$ cat config.mk
export PLATFORM = sky130hd
export DESIGN_NAME = sc_matrix_row_sequencer
export DESIGN_NICKNAME = d
export VERILOG_FILES = /design/src/rtl/sc_matrix_row_sequencer.sv
export SDC_FILE = /design/constraint.sdc
export NUM_CORES = 1
export LEC_CHECK = 0
export ABC_CLOCK_PERIOD_IN_PS = 2690
export CORE_AREA = 2 2 105 56
export DETAILED_ROUTE_END_ITERATION = 12
export DIE_AREA = 0 0 107 58
export PLACE_DENSITY = 0.69
export RECOVER_POWER = 50
export SETUP_SLACK_MARGIN = 0.2
export SYNTH_ARGS = -nofsm -noshare
export SYNTH_HDL_FRONTEND = slang
export SYNTH_SLANG_ARGS = --single-unit
$ cat constraint.sdc
create_clock -name SC_Reg_MATRIX_CLOCK_50 -period 2.69 [get_ports SC_Reg_MATRIX_CLOCK_50]
set_input_delay 0.538 -clock SC_Reg_MATRIX_CLOCK_50 [delete_from_list [all_inputs] [get_ports SC_Reg_MATRIX_CLOCK_50]]
set_output_delay 0.538 -clock SC_Reg_MATRIX_CLOCK_50 [all_outputs]
set_load 0.01 [all_outputs]
$ cat src/rtl/sc_matrix_row_sequencer.sv
// Row-register bank controller: arbitrates clear / write / scroll commands and
// the periodic auto-scroll tick, and issues one-cycle active-low row strobes.
module sc_matrix_row_sequencer #(
  parameter int unsigned ROWS        = 8,
  parameter int unsigned DATAWIDTH   = 8,
  parameter int unsigned IDXWIDTH    = 3,
  parameter int unsigned TICK_CYCLES = 25000000
) (
  input  logic                 SC_Reg_MATRIX_CLOCK_50,
  input  logic                 SC_Reg_MATRIX_RESET_InHigh,
  input  logic                 cmd_clear_In,
  input  logic                 cmd_write_In,
  input  logic [IDXWIDTH-1:0]  cmd_row_In,
  input  logic [DATAWIDTH-1:0] cmd_data_InBUS,
  input  logic                 cmd_scroll_In,
  input  logic                 autoscroll_en_In,
  output logic [ROWS-1:0]      row_clear_OutLow,
  output logic [ROWS-1:0]      row_load_OutLow,
  output logic [DATAWIDTH-1:0] row_data_OutBUS,
  output logic                 row_srcsel_Out,
  output logic                 busy_Out,
  output logic                 done_Out,
  output logic                 err_Out
);

  localparam int unsigned TICKWIDTH = (TICK_CYCLES > 1) ? $clog2(TICK_CYCLES) : 1;
  localparam logic [TICKWIDTH-1:0] TICKLAST = TICKWIDTH'(TICK_CYCLES - 1);

  typedef enum logic [2:0] {IDLE, CLEAR, WRITE, SCROLL, DONE} state_t;

  state_t               state;
  logic [TICKWIDTH-1:0] tickCount;
  logic                 pendingAuto;
  logic                 tickWrap;
  logic                 rowValid;
  logic [ROWS-1:0]      rowSelectMask;

  assign tickWrap = autoscroll_en_In && (tickCount == TICKLAST);
  assign rowValid = 32'(cmd_row_In) < ROWS;

  // One-hot decode of the requested write row (all zeros when out of range)
  always_comb begin
    rowSelectMask = '0;
    for (int r = 0; r < ROWS; r++) begin
      if (32'(cmd_row_In) == 32'(r)) begin
        rowSelectMask[r] = 1'b1;
      end
    end
  end

  // Free-running auto-scroll period counter, held at zero while disabled
  always_ff @(posedge SC_Reg_MATRIX_CLOCK_50 or posedge SC_Reg_MATRIX_RESET_InHigh) begin
    if (SC_Reg_MATRIX_RESET_InHigh) begin
      tickCount <= '0;
    end else if (!autoscroll_en_In || tickWrap) begin
      tickCount <= '0;
    end else begin
      tickCount <= tickCount + TICKWIDTH'(1);
    end
  end

  // Single-deep auto-scroll request; a fresh tick outranks the service clear
  always_ff @(posedge SC_Reg_MATRIX_CLOCK_50 or posedge SC_Reg_MATRIX_RESET_InHigh) begin
    if (SC_Reg_MATRIX_RESET_InHigh) begin
      pendingAuto <= 1'b0;
    end else if (!autoscroll_en_In) begin
      pendingAuto <= 1'b0;
    end else if (tickWrap) begin
      pendingAuto <= 1'b1;
    end else if (state == SCROLL) begin
      pendingAuto <= 1'b0;
    end
  end

  // Command FSM; strobes are registered on the accepting edge so they are
  // visible for exactly the one cycle spent in CLEAR/WRITE/SCROLL
  always_ff @(posedge SC_Reg_MATRIX_CLOCK_50 or posedge SC_Reg_MATRIX_RESET_InHigh) begin
    if (SC_Reg_MATRIX_RESET_InHigh) begin
      state            <= IDLE;
      row_clear_OutLow <= '1;
      row_load_OutLow  <= '1;
      row_data_OutBUS  <= '0;
      row_srcsel_Out   <= 1'b0;
      busy_Out         <= 1'b0;
      done_Out         <= 1'b0;
      err_Out          <= 1'b0;
    end else begin
      row_clear_OutLow <= '1;
      row_load_OutLow  <= '1;
      row_srcsel_Out   <= 1'b0;
      done_Out         <= 1'b0;
      err_Out          <= 1'b0;
      case (state)
        IDLE: begin
          if (cmd_clear_In) begin
            state            <= CLEAR;
            row_clear_OutLow <= '0;
            busy_Out         <= 1'b1;
          end else if (cmd_write_In) begin
            if (rowValid) begin
              state           <= WRITE;
              row_load_OutLow <= ~rowSelectMask;
              row_data_OutBUS <= cmd_data_InBUS;
              busy_Out        <= 1'b1;
            end else begin
              err_Out <= 1'b1;
            end
          end else if (cmd_scroll_In || pendingAuto) begin
            state           <= SCROLL;
            row_load_OutLow <= '0;
            row_srcsel_Out  <= 1'b1;
            busy_Out        <= 1'b1;
          end
        end
        CLEAR, WRITE, SCROLL: begin
          state    <= DONE;
          done_Out <= 1'b1;
        end
        DONE: begin
          state    <= IDLE;
          busy_Out <= 1'b0;
        end
        default: begin
          state    <= IDLE;
          busy_Out <= 1'b0;
        end
      endcase
    end
  end

endmodule

# After elaboration in Yosys (flattened, before gate mapping)
# Index checks and enable logic that the tools add are counted.
# op_classes
shifts	0
n_bitwise	3
n_div	0
n_lt_le_gt_ge	0
n_addsub	1
mul	0
n_eq_ne	13
n_reduce_logical	9
mux	31
# op_table
operator	count
$mux W8	6
$add A25 B1 Y25 const B	1
$eq A25 B25 Y1 const B	1
$mux W25	1
$mux W1	19
$eq A3 B2 Y1 const B	4
$eq A3 B3 Y1 const B	4
$mux W3	3
$not A8 Y8	1
$eq A3 B1 Y1 const B	2
$logic_not A3 Y1	2
$pmux W3 S2	1
$ne A4 B4 Y1 const B	1
$ne A3 B1 Y1 const B	1
$reduce_and A3 Y1	1
$reduce_or A3 Y1	1
$logic_or A1 B1 Y1	2
$not A1 Y1	2
$pmux W1 S2	1
$reduce_and A2 Y1	1
$logic_and A1 B1 Y1	1
$logic_not A1 Y1	1
# totals
ramBits	0
ff_bits	56
romBits	0
latch_bits	0
n_memories	0
output_inout_bits	28
elab_cells	66
in_bits	17

# Logic depth before layout (Yosys ltp)
# logic_depth
ltp_word	6
depth_mapped	6

# Worst setup path after synthesis
# OpenSTA, ideal clock, no wires.
# synth_timing
path_type	reg2reg
from	reg tickCount[11]
to	reg tickCount[1]
slack_ns	0.889
required_ns	2.570
n_path_buf	0
path_stages_with_launch	5
setup_time_ns	0.120
synth_period_minus_slack_ns	1.801
t_arrival_ns	1.682
cell_sequence	dfrtp_1 > nand4_1 > or4_4 > or4_1 > and3_1
# synth_between
elab_chain_len	4
# synth_rtl
element	line	source
start, declared	32	logic [TICKWIDTH-1:0] tickCount;
start signal, assigned	58	tickCount <= tickCount + TICKWIDTH'(1);
$eq A25 B25 Y1	38	assign tickWrap = autoscroll_en_In && (tickCount == TICKLAST);
$logic_and A1 B1 Y1	38	
$logic_or A1 B1 Y1	55	end else if (!autoscroll_en_In || tickWrap) begin
$mux W25	55	
# No other way between the ends.
# A chain may end at the register's enable or synchronous reset.

# Final worst setup path
# layout_timing
from	reg tickCount[11]
to	reg tickCount[17]
# layout_between
elab_chain_len	4
word_cells_on_any_way	5
cone_classes	1 x add/sub; 1 x eq/ne; 1 x mux; 2 x reduce/logical
# layout_rtl
element	line
parallel branches: the longest is 3 deep, another holds $add A25 B1 Y25	n/a
$mux W25 *	55
# Mark *: on every way between the ends.

==> metrics.md <==
| Metric | Value |
|---|---|
| Status | `completed` |
| Core area | `5300 sq um` |
| Syn Area/Cell | `10.7 sq um` |
| Register area share after synthesis | `54.2%` |
| Final GP Congestion | `0.843` |
| Hold EP | `state[2]` |
| Initial Util | `43.1%` |
| Number of port buffers | `43` |
| Internal power | `1450 uW` |
| Synth cell types | `34` |
| Row count | `19` |
| Global-route wire length before repair | `8040 microns` |
| # clock sinks | `49` |
| Cts hold-fix bufs | `0` |
| GRT Total Usage | `17.2%` |
| Setup crit start kind | `flip-flop` |
| Synth async-reset ratio | `100%` |
| Final period utilization | `78.5%` |
| CTS tree | `done` |
| Final wirelength | `4980 microns` |
| Layout Nets | `276` |
| Layout area overhead | `25.0%` |
| Hold Crit Start | `state[2]` |
| Warnings from Yosys | `0` |
| Synth Register Bits | `49` |
| HP Class | `reg2reg` |
| Reg2reg setup slack | `0.58 ns` |
| Max VDD drop | `0.427 mV` |
| Post-synth EDFFs | `0` |
| Worst-path clk slew | `0.09 ns` |
| Die area | `6210 sq um` |
| Worst-skew pair later-pin latency | `0.30 ns` |
| Flop pwr share | `47.0%` |
| Chip width | `107 microns` |
| Worst EP required | `2.87 ns` |
| Net Sw Power | `568 uW` |
| Clock Path Buffers | `2` |
| CTS Buf Count | `5` |
| DRC violations left | `0` |
| Antenna Nets Post-Route | `0` |
| Power Dens Cells | `705 nW/um^2` |
| Tmin final | `2.11 ns` |
| Crit path capture type | `flip-flop` |
| Post-synth top cells | `dfrtp_1, nor2_1, nand2_1` |
| Mapped Cells | `214` |
| Die H | `58 microns` |
| Ys flop type | `dfrtp_1` |
| Count leader, synth | `dfrtp_1` |
| Worst Hold Depth | `1` |
| RSZ-0062 raised after global routing | `no` |
| Initial DRC Count | `127` |
| Worst-margin pin slew | `0.859 ns` |
| Cell Area, Synth | `2280 sq um` |
| Crit path from | `tickCount[11]` |
| TritonRoute pass-1 iters | `4` |
| Final Setup Violations | `0` |
| Leading area contributor after synthesis | `dfrtp_1` |
| Vias | `1,744` |
| Slew Limit Fails | `0` |
| Crit path max fanout | `12` |
| Ant diodes | `0` |
| Syn_nets | `232` |
| Maxcap violations | `0` |
| Skew final | `0.00303 ns` |
| Post-CTS Setup Inserts | `0` |
| Yosys top cell area share | `43.8%` |
| Root Driver | `clkbuf_8` |
| Setup CP Type | `reg2reg` |
| Reg2reg start | `tickCount[11]` |
| Htree depth | `2` |
| Count of final hold-check violations | `0` |
| Routed len/inst | `15.0 microns` |
| Hold WS | `0.505 ns` |
| FMAX | `474 MHz` |
| Logic pwr share | `28.4%` |
| Slew HR | `42.7%` |
| DP Wirelength | `3790 microns` |
| I/O pin count | `45` |
| Synth top area cells | `dfrtp_1, dfstp_2, mux2_2` |
| Sw frac | `28.2%` |
| Post-cts resize count | `0` |
| Vias per inst | `5.25` |
| Initial antenna violation count | `0` |
| Largest net degree at the start of global routing | `25` |
| # fillers | `456` |
| Multi-input gate area | `941 sq um` |
| Worst EP arrival | `2.29 ns` |
| Seq. cell area | `1240 sq um` |
| Capturing point of the worst reg2reg path | `tickCount[17]` |
| Power share of the clock group | `24.6%` |
| Fin Setup TNS | `0 ns` |
| Gr ovfl total | `0` |
| Leakage | `0.00115 uW` |
| Vias in the first global route | `1,573` |
| Ratio of cells with drive above 1 in the final layout | `12.4%` |
| Worst Reg-to-Reg Cells | `5` |
placed cells by master (no fill, tap or decap), types with 2 or more instances in the layout:
cell type / Yosys / routed
a21oi_1: 9 / 9
and3_1: 3 / 3
and4_1: 5 / 5
buf_4: 8 / 2
clkbuf_1: 1 / 3
clkbuf_8: 0 / 5
clkdlybuf4s50_1: 0 / 36
dfrtp_1: 40 / 40
dfstp_2: 9 / 9
dlygate4sd3_1: 0 / 7
inv_1: 5 / 5
mux2_2: 8 / 8
nand2_1: 19 / 19
nand2b_1: 2 / 2
nand3_1: 8 / 8
nand3b_1: 2 / 2
nand4_1: 9 / 9
nor2_1: 22 / 22
nor3_1: 5 / 5
nor4_1: 4 / 4
o21ai_0: 13 / 13
o31ai_1: 5 / 5
o41ai_1: 2 / 2
or3_1: 4 / 4
or4_1: 5 / 5
or4_4: 2 / 2
xnor2_1: 9 / 9
xor2_1: 5 / 5
final cells by class:
cell class              instances  share of cell area (%)
multi-input cells             149                    33.0
flip-flops and latches         49                    43.3
clock buffers                   6                    3.29
clock inverters                 2                   0.570
well taps                      73                    3.20
repair buffers                 48                    16.0
inverters                       5                   0.657
per-stage QoR:
step / setup slack [ns] / cell area (sq um) / util, % / std cells / power (uW)
floorplan: 0.889 / 2280 / - / 214 / 1240
global placement: 0.578 / 2760 / 52.0 / 324 / 1550
detailed placement: 0.548 / 2760 / 52.0 / 324 / 1560
CTS: 0.584 / 2870 / 54.1 / 332 / 2060
global route: 0.335 / 2860 / 53.9 / 332 / 2130
finish: 0.579 / 2860 / 53.9 / 332 / 2010
flip-flops by register name, indices dropped and copies added, names as in the netlist:
| name | flops |
|---|---|
| pendingAuto | 1 |
| done_Out | 1 |
| row_load_OutLow | 8 |
| row_data_OutBUS | 8 |
| tickCount | 25 |
| state | 3 |
| row_clear_OutLow | 1 |
| row_srcsel_Out | 1 |
| busy_Out | 1 |
power by group through the flow:
stage	clock (uW)	combinational, uW	sequential [uW]
2_1_floorplan	0	236	1000
3_3_place_gp	0	594	955
3_5_place_dp	0	597	961
4_1_cts	509	602	948
5_1_grt	547	622	962
6_report	495	572	945
metal layers:
layer	vias to the layer above	track usage (%)	routed length, microns
li1	851	-	-
met5	-	0	0
met1	832	28.4	2630
met2	55	21.4	1950
met4	0	5.57	61
met3	6	4.05	331
logic make-up after synthesis:
group / after synthesis / share of synthesized area (%)
muxes: 8 / 3.95
adders and majority gates: 1 / 0.548
and+or+nand+nor: 93 / 22.1
DFF: 49 / 54.2
AOI/OAI and AO/OA: 32 / 9.10
buffers and inverters: 16 / 4.60
xor gates and xnor gates: 14 / 5.37
other: 1 / 0.164
how the worst max path moves through the flow:
stage	slack [ns]	endpoint
finish	0.58	tickCount[17]
global route	0.34	tickCount[4]
CTS	0.58	tickCount[17]
detailed placement	0.55	row_data_OutBUS[0]
global placement	0.58	row_data_OutBUS[3]
floorplan	0.89	tickCount[1]
critical path, cell delays in order (launching register included):
cell	delay (ns)
dfrtp_1	0.44
nand4_1	0.18
or4_4	0.47
o41ai_4	0.55
buf_4	0.28
a21oi_1	0.06
Note: power is estimated with default switching activity, not from simulation.
